--- src/rtl/jt1942_rom_arb.sv ---
// Round-robin arbiter sharing one ROM read port between N_REQ requesters.
// Each access: grant in IDLE, RD_LAT cycles in WAIT, one-cycle ack in DONE.
module jt1942_rom_arb #(
  parameter int N_REQ  = 4,
  parameter int AW     = 17,
  parameter int DW     = 16,
  parameter int RD_LAT = 1
) (
  input  logic                clk,
  input  logic                rst_n,
  input  logic                downloading,
  input  logic [N_REQ-1:0]    req,
  input  logic [N_REQ*AW-1:0] addr,
  output logic [N_REQ-1:0]    ack,
  output logic [DW-1:0]       dout,
  output logic [AW-1:0]       rom_addr,
  input  logic [DW-1:0]       rom_data,
  output logic                busy
);

  localparam int PW = (N_REQ > 1) ? $clog2(N_REQ) : 1;
  localparam int CW = $clog2(RD_LAT + 1);

  typedef enum logic [1:0] {
    IDLE = 2'd0,
    WAIT = 2'd1,
    DONE = 2'd2
  } state_t;

  state_t            state_q, state_d;
  logic [PW-1:0]     ptr_q, ptr_d;
  logic [PW-1:0]     gnt_q, gnt_d;
  logic [CW-1:0]     cnt_q, cnt_d;
  logic [N_REQ-1:0]  ack_q, ack_d;
  logic [DW-1:0]     dout_q, dout_d;
  logic [AW-1:0]     rom_addr_q, rom_addr_d;

  logic              found;
  logic [PW-1:0]     pick;
  logic [AW-1:0]     pick_addr;

  // Search ptr, ptr+1, ... with an explicit wrap so non-power-of-two N_REQ works.
  always_comb begin : rr_pick
    logic [PW:0] idx;
    found     = 1'b0;
    pick      = ptr_q;
    pick_addr = '0;
    idx       = '0;
    for (int k = 0; k < N_REQ; k++) begin
      idx = {1'b0, ptr_q} + (PW+1)'(k);
      if (idx >= (PW+1)'(N_REQ)) idx = idx - (PW+1)'(N_REQ);
      if (!found && req[idx[PW-1:0]]) begin
        found = 1'b1;
        pick  = idx[PW-1:0];
      end
    end
    for (int k = 0; k < N_REQ; k++) begin
      if (pick == PW'(k)) pick_addr = addr[k*AW +: AW];
    end
  end

  // NOTE: every always_comb output gets a default first so no path infers a latch.
  always_comb begin
    state_d    = state_q;
    ptr_d      = ptr_q;
    gnt_d      = gnt_q;
    cnt_d      = cnt_q;
    ack_d      = '0;
    dout_d     = dout_q;
    rom_addr_d = rom_addr_q;
    case (state_q)
      IDLE: begin
        if (!downloading && found) begin
          rom_addr_d = pick_addr;
          gnt_d      = pick;
          cnt_d      = CW'(RD_LAT);
          state_d    = WAIT;
        end
      end
      WAIT: begin
        cnt_d = cnt_q - CW'(1);
        if (cnt_q == CW'(1)) begin
          dout_d       = rom_data;
          ack_d[gnt_q] = 1'b1;
          state_d      = DONE;
        end
      end
      DONE: begin
        ptr_d   = (gnt_q == PW'(N_REQ - 1)) ? '0 : gnt_q + PW'(1);
        state_d = IDLE;
      end
      default: state_d = IDLE;
    endcase
  end

  // NOTE: state registers use non-blocking assignments so all flops update together.
  always_ff @(posedge clk or negedge rst_n) begin
    if (!rst_n) begin
      state_q    <= IDLE;
      ptr_q      <= '0;
      gnt_q      <= '0;
      cnt_q      <= '0;
      ack_q      <= '0;
      dout_q     <= '0;
      rom_addr_q <= '0;
    end else begin
      state_q    <= state_d;
      ptr_q      <= ptr_d;
      gnt_q      <= gnt_d;
      cnt_q      <= cnt_d;
      ack_q      <= ack_d;
      dout_q     <= dout_d;
      rom_addr_q <= rom_addr_d;
    end
  end

  assign ack      = ack_q;
  assign dout     = dout_q;
  assign rom_addr = rom_addr_q;
  assign busy     = (state_q != IDLE);

endmodule

--- config.mk ---
export PLATFORM = sky130hd
export DESIGN_NAME = jt1942_rom_arb
export DESIGN_NICKNAME = d
export VERILOG_FILES = /design/src/rtl/jt1942_rom_arb.sv
export SDC_FILE = /design/constraint.sdc
export NUM_CORES = 1
export LEC_CHECK = 0
export ABC_AREA = 1
export CAP_MARGIN = 20
export CORE_UTILIZATION = 30
export DETAILED_ROUTE_END_ITERATION = 8
export GPL_TIMING_DRIVEN = 0
export HOLD_SLACK_MARGIN = 0.02
export PLACE_DENSITY = 0.67
export SLEW_MARGIN = 20
export SYNTH_ARGS = -nofsm -noshare
export SYNTH_HDL_FRONTEND = slang
export SYNTH_SLANG_ARGS = --single-unit
--- constraint.sdc ---
create_clock -name clk -period 2.4 [get_ports clk]
set_input_delay 0.24 -clock clk [delete_from_list [all_inputs] [get_ports clk]]
set_output_delay 0.24 -clock clk [all_outputs]
set_load 0.05 [all_outputs]
==> summary.md <==
| Metric | Value |
|---|---|
| Outcome | completed |
| Die W | around 98 um |
| Distinct cell type count after synthesis | 28 |
| Syn Inst Count | about 380 |
| Startpoint types | flop |
| Flops & latches, synth | between 40 and 50 |
| Starting DRT DRC Count | between 100 and 150 |
| Std-Cell Rows | 34 |
| Post-Route Utilization | between 40% and 50% |
| Largest stage delay on the critical path | 0.35 ns |
| Max-cap violations | 0 |
| Core area | about 8800 um^2 |
| Num CTS Buffers | 5 |
| Crit path DAT | around 2.4 ns |
| Crit path cell chain | buf_6, inv_4, nand2_1, nand2_1, nand2_1, nand2_4, nor2_8, nand3_2, nand2_1, nand2_4, buf_2, o21ai_1, nand3_1, nand2_1, nand2_1 |
| Mean Syn Cell Area | roughly 7.2 um^2 |
| Slowest CP cell | dfrtp_1 |
| DRC Markers | 0 |
| Gr usage total | between 10% and 20% |
| Number of nets in the layout | slightly above 600 |
| Fin. Hold Viols | 0 |
| Total clock sinks | between 40 and 50 |
| Gr ovfl total | 0 |
| Worst hold-check path type | in2async |
| Worst hold slack | roughly 0.47 ns |
| Avg Vias per Cell | about 4.6 |
| Placement-stage cell area | 4180 um^2 |
| Worst slew margin | ~62% |
| P per Cell Area | 1620 nW/um^2 |
| Post-route cell area | roughly 4300 um^2 |
| Clk root buf | clkbuf_8 |
| Post-Layout Cell Count | 627 |
| Global-route wire length before repair | 13800 um |
| Crit end category | flop |
| RePlAce Congestion | roughly 0.79 |
| Aggregate routed wire length | roughly 8400 um |
| I/O Pins | about 130 |
| Filler instances | about 860 |
| RSZ-0062 raised after global routing | false |
| Clk slew on worst S/H paths | around 0.09 ns |
| FF/Latch Area | approximately 1100 um^2 |
| DP HPWL | around 6400 um |
| Maximum vdd drop | approximately 0.00077 V |
| Kind of critical path | reg2reg |
| Fin. max-slew vios | 0 |
| Via count | about 2900 |
| Register area share after synthesis | around two fifths |
| Number of global-route vias before repair | a little under 3000 |
| Ys Warns | 0 |
| Worst path most repeated cell | nand2_1 |
| CP required | 2.59 ns |
| Syn nets | between 400 and 500 |
| Buffers added on ports | 128 |
| Endpoints failing setup | 0 |
| Die height | 97.6 um |
| Dpl cells | just over 600 |
| Die area | between 9000 and 10000 um^2 |
| Fmax | about 0.46 GHz |
| Final period util | between 80% and 90% |
| Initial Utilization | a little under a third |
| CP Max Fanout | 10 |
| H-tree Lvls | 2 |
| Tot Pwr | 0.00702 W |
| Diode count | 0 |
| CTS tree | built |
| Worst slew pin tran | around 0.57 ns |
| Post-route ant nets | 0 |
| Synthesized area | between 2000 and 3000 um^2 |
| DRT Pass-1 Iters | 5 |
| Share of cells above drive strength 1 | 9.83% |
| Clock skew | between 0.004 and 0.005 ns |
| Multi-input logic area | 1450 um^2 |
| Initial antenna violation count | 0 |
| Area growth syn-to-layout | 57.7% |
| Buffer levels on the longest clock path | 2 |
| Worst skew pair latency | 0.29 ns |
| Avg WL per Cell | ~13 um |
| Pin count of the biggest net entering global routing | 25 |
| Cell leakage power | about 2.1 nW |
| Period minus WS final | approximately 2.2 ns |
[registers in the layout, indices dropped and copies added, names as in the netlist]
register and cells:
rom_addr 17, dout 16, ack 4, gnt_q 2, ptr_q 2, state_q 2
cnt_q 1
[what timing repair did]
action | in CTS | in global routing
gates resized for setup | 0 | 7
endpoints found under the setup margin | 0 | 11
hold buffers | 1 | 0
setup buffers | 0 | 0
hold endpoints to repair | 23 | 0
[critical path: cells and delay by family (launching register included)]
kind,cells,cell delay [ns]
flip-flops,1,0.35
AO/OA/AOI/OAI,1,0.13
buffers and inverters,3,0.41
AND/OR/NAND/NOR,11,1.17
[synth_stat cells]
master,instances,area [um^2]
nand2_1,170,638
dfrtp_1,44,1100
nor2_1,33,124
nand3_1,27,135
inv_1,19,71.3
nand3b_1,19,143
nand3b_2,9,101
nand4_1,9,56.3
buf_2,7,35.0
nand2_2,6,37.5
clkbuf_1,5,18.8
o21ai_0,5,25.0
ha_1,4,50.1
o21ai_1,4,20.0
buf_6,3,33.8
nand2_4,3,33.8
buf_4,2,15.0
inv_2,2,7.51
a21oi_1,1,5.00
buf_8,1,15.0
clkinv_1,1,3.75
inv_4,1,6.26
nand3_2,1,10.0
nand4_2,1,12.5
nor2_8,1,20.0
nor3_1,1,5.00
o21ai_2,1,8.76
o21bai_1,1,7.51
[report_power, final]
group	leakage, nW	internal (W)	switching [W]	total [W]
combinational	1.50	0.00170	0.00342	0.00513
clock	0.0548	0.000314	0.000278	0.000592
sequential	0.548	0.00110	0.000206	0.00130
total	2.10	0.00311	0.00391	0.00702
[logic make-up (layout without fill, tap and decap cells)]
kind of cell / count (synthesis) / in the layout / share of synthesized area [%]
simple gates: 280 / 280 / 48.0
flops: 44 / 44 / 40.2
buf+inv: 41 / 179 / 7.53
compound gates: 12 / 12 / 2.42
fa+ha+maj: 4 / 4 / 1.83
[per-stage QoR]
step / worst slack [ns] / setup TNS [ns]
global route: 0.0220 / 0
floorplan: 0.497 / 0
finish: 0.241 / 0
global placement: -0.139 / -6.06
detailed placement: -0.0332 / -0.220
CTS: 0.0578 / 0
[area by class of cell]
cell class | instances | share of cell area [%]
multi-input combinational | 296 | 33.4
timing repair buffer | 130 | 30.4
sequential | 44 | 25.5
tap | 108 | 3.13
buffer | 18 | 2.78
inverter | 23 | 2.06
clock buffer | 5 | 1.59
clock inverter | 3 | 1.07
[cells in the final DEF (no fill, tap or decap)]
cell and count:
nand2_4 4, nand3_1 27, dfrtp_2 1, nor2_8 1, ha_1 4, nand4_1 9
inv_1 19, inv_4 1, clkinv_1 1, clkbuf_1 3, nor3_1 1, bufinv_16 1
a21oi_1 1, dlygate4sd3_1 1, buf_4 2, o21bai_1 1, nand2_1 170, clkdlybuf4s50_1 127
buf_2 8, clkbuf_2 2, clkinvlp_4 1, inv_2 2, nand2_2 5, dfrtp_1 43
o21ai_0 5, nand3_2 1, buf_6 3, buf_8 1, o21ai_4 1, nand3b_2 9
inv_6 1, nand4_2 1, nor2_1 33, o21ai_1 4, nand3b_1 19, clkbuf_8 5
buf_16 1
[final timing paths]
path / cells past startpoint / slack [ns] / from / end
worst max-delay path: 15 / 0.24 / ptr_q[0] / rom_addr[14]
worst min-delay path: 2 / 0.47 / rst_n / dout[13]
worst max register to register: 15 / 0.24 / ptr_q[0] / rom_addr[14]
worst min register to register: 2 / 0.48 / dout[15] / dout[15]
max in group asynchronous: 3 / 1.42 / rst_n / ptr_q[1]
min in group clk: 3 / 0.47 / rom_data[4] / dout[4]
[per-layer routing]
layer / global-route usage (%) / up-vias / wire (um)
met2: 30.0 / 102 / 3890
met4: 4.75 / 0 / 140
met1: 23.0 / 1300 / 3770
met5: 0 / - / 0
li1: - / 1475 / -
met3: 4.10 / 10 / 577
Power figures use the tool's default switching activity.
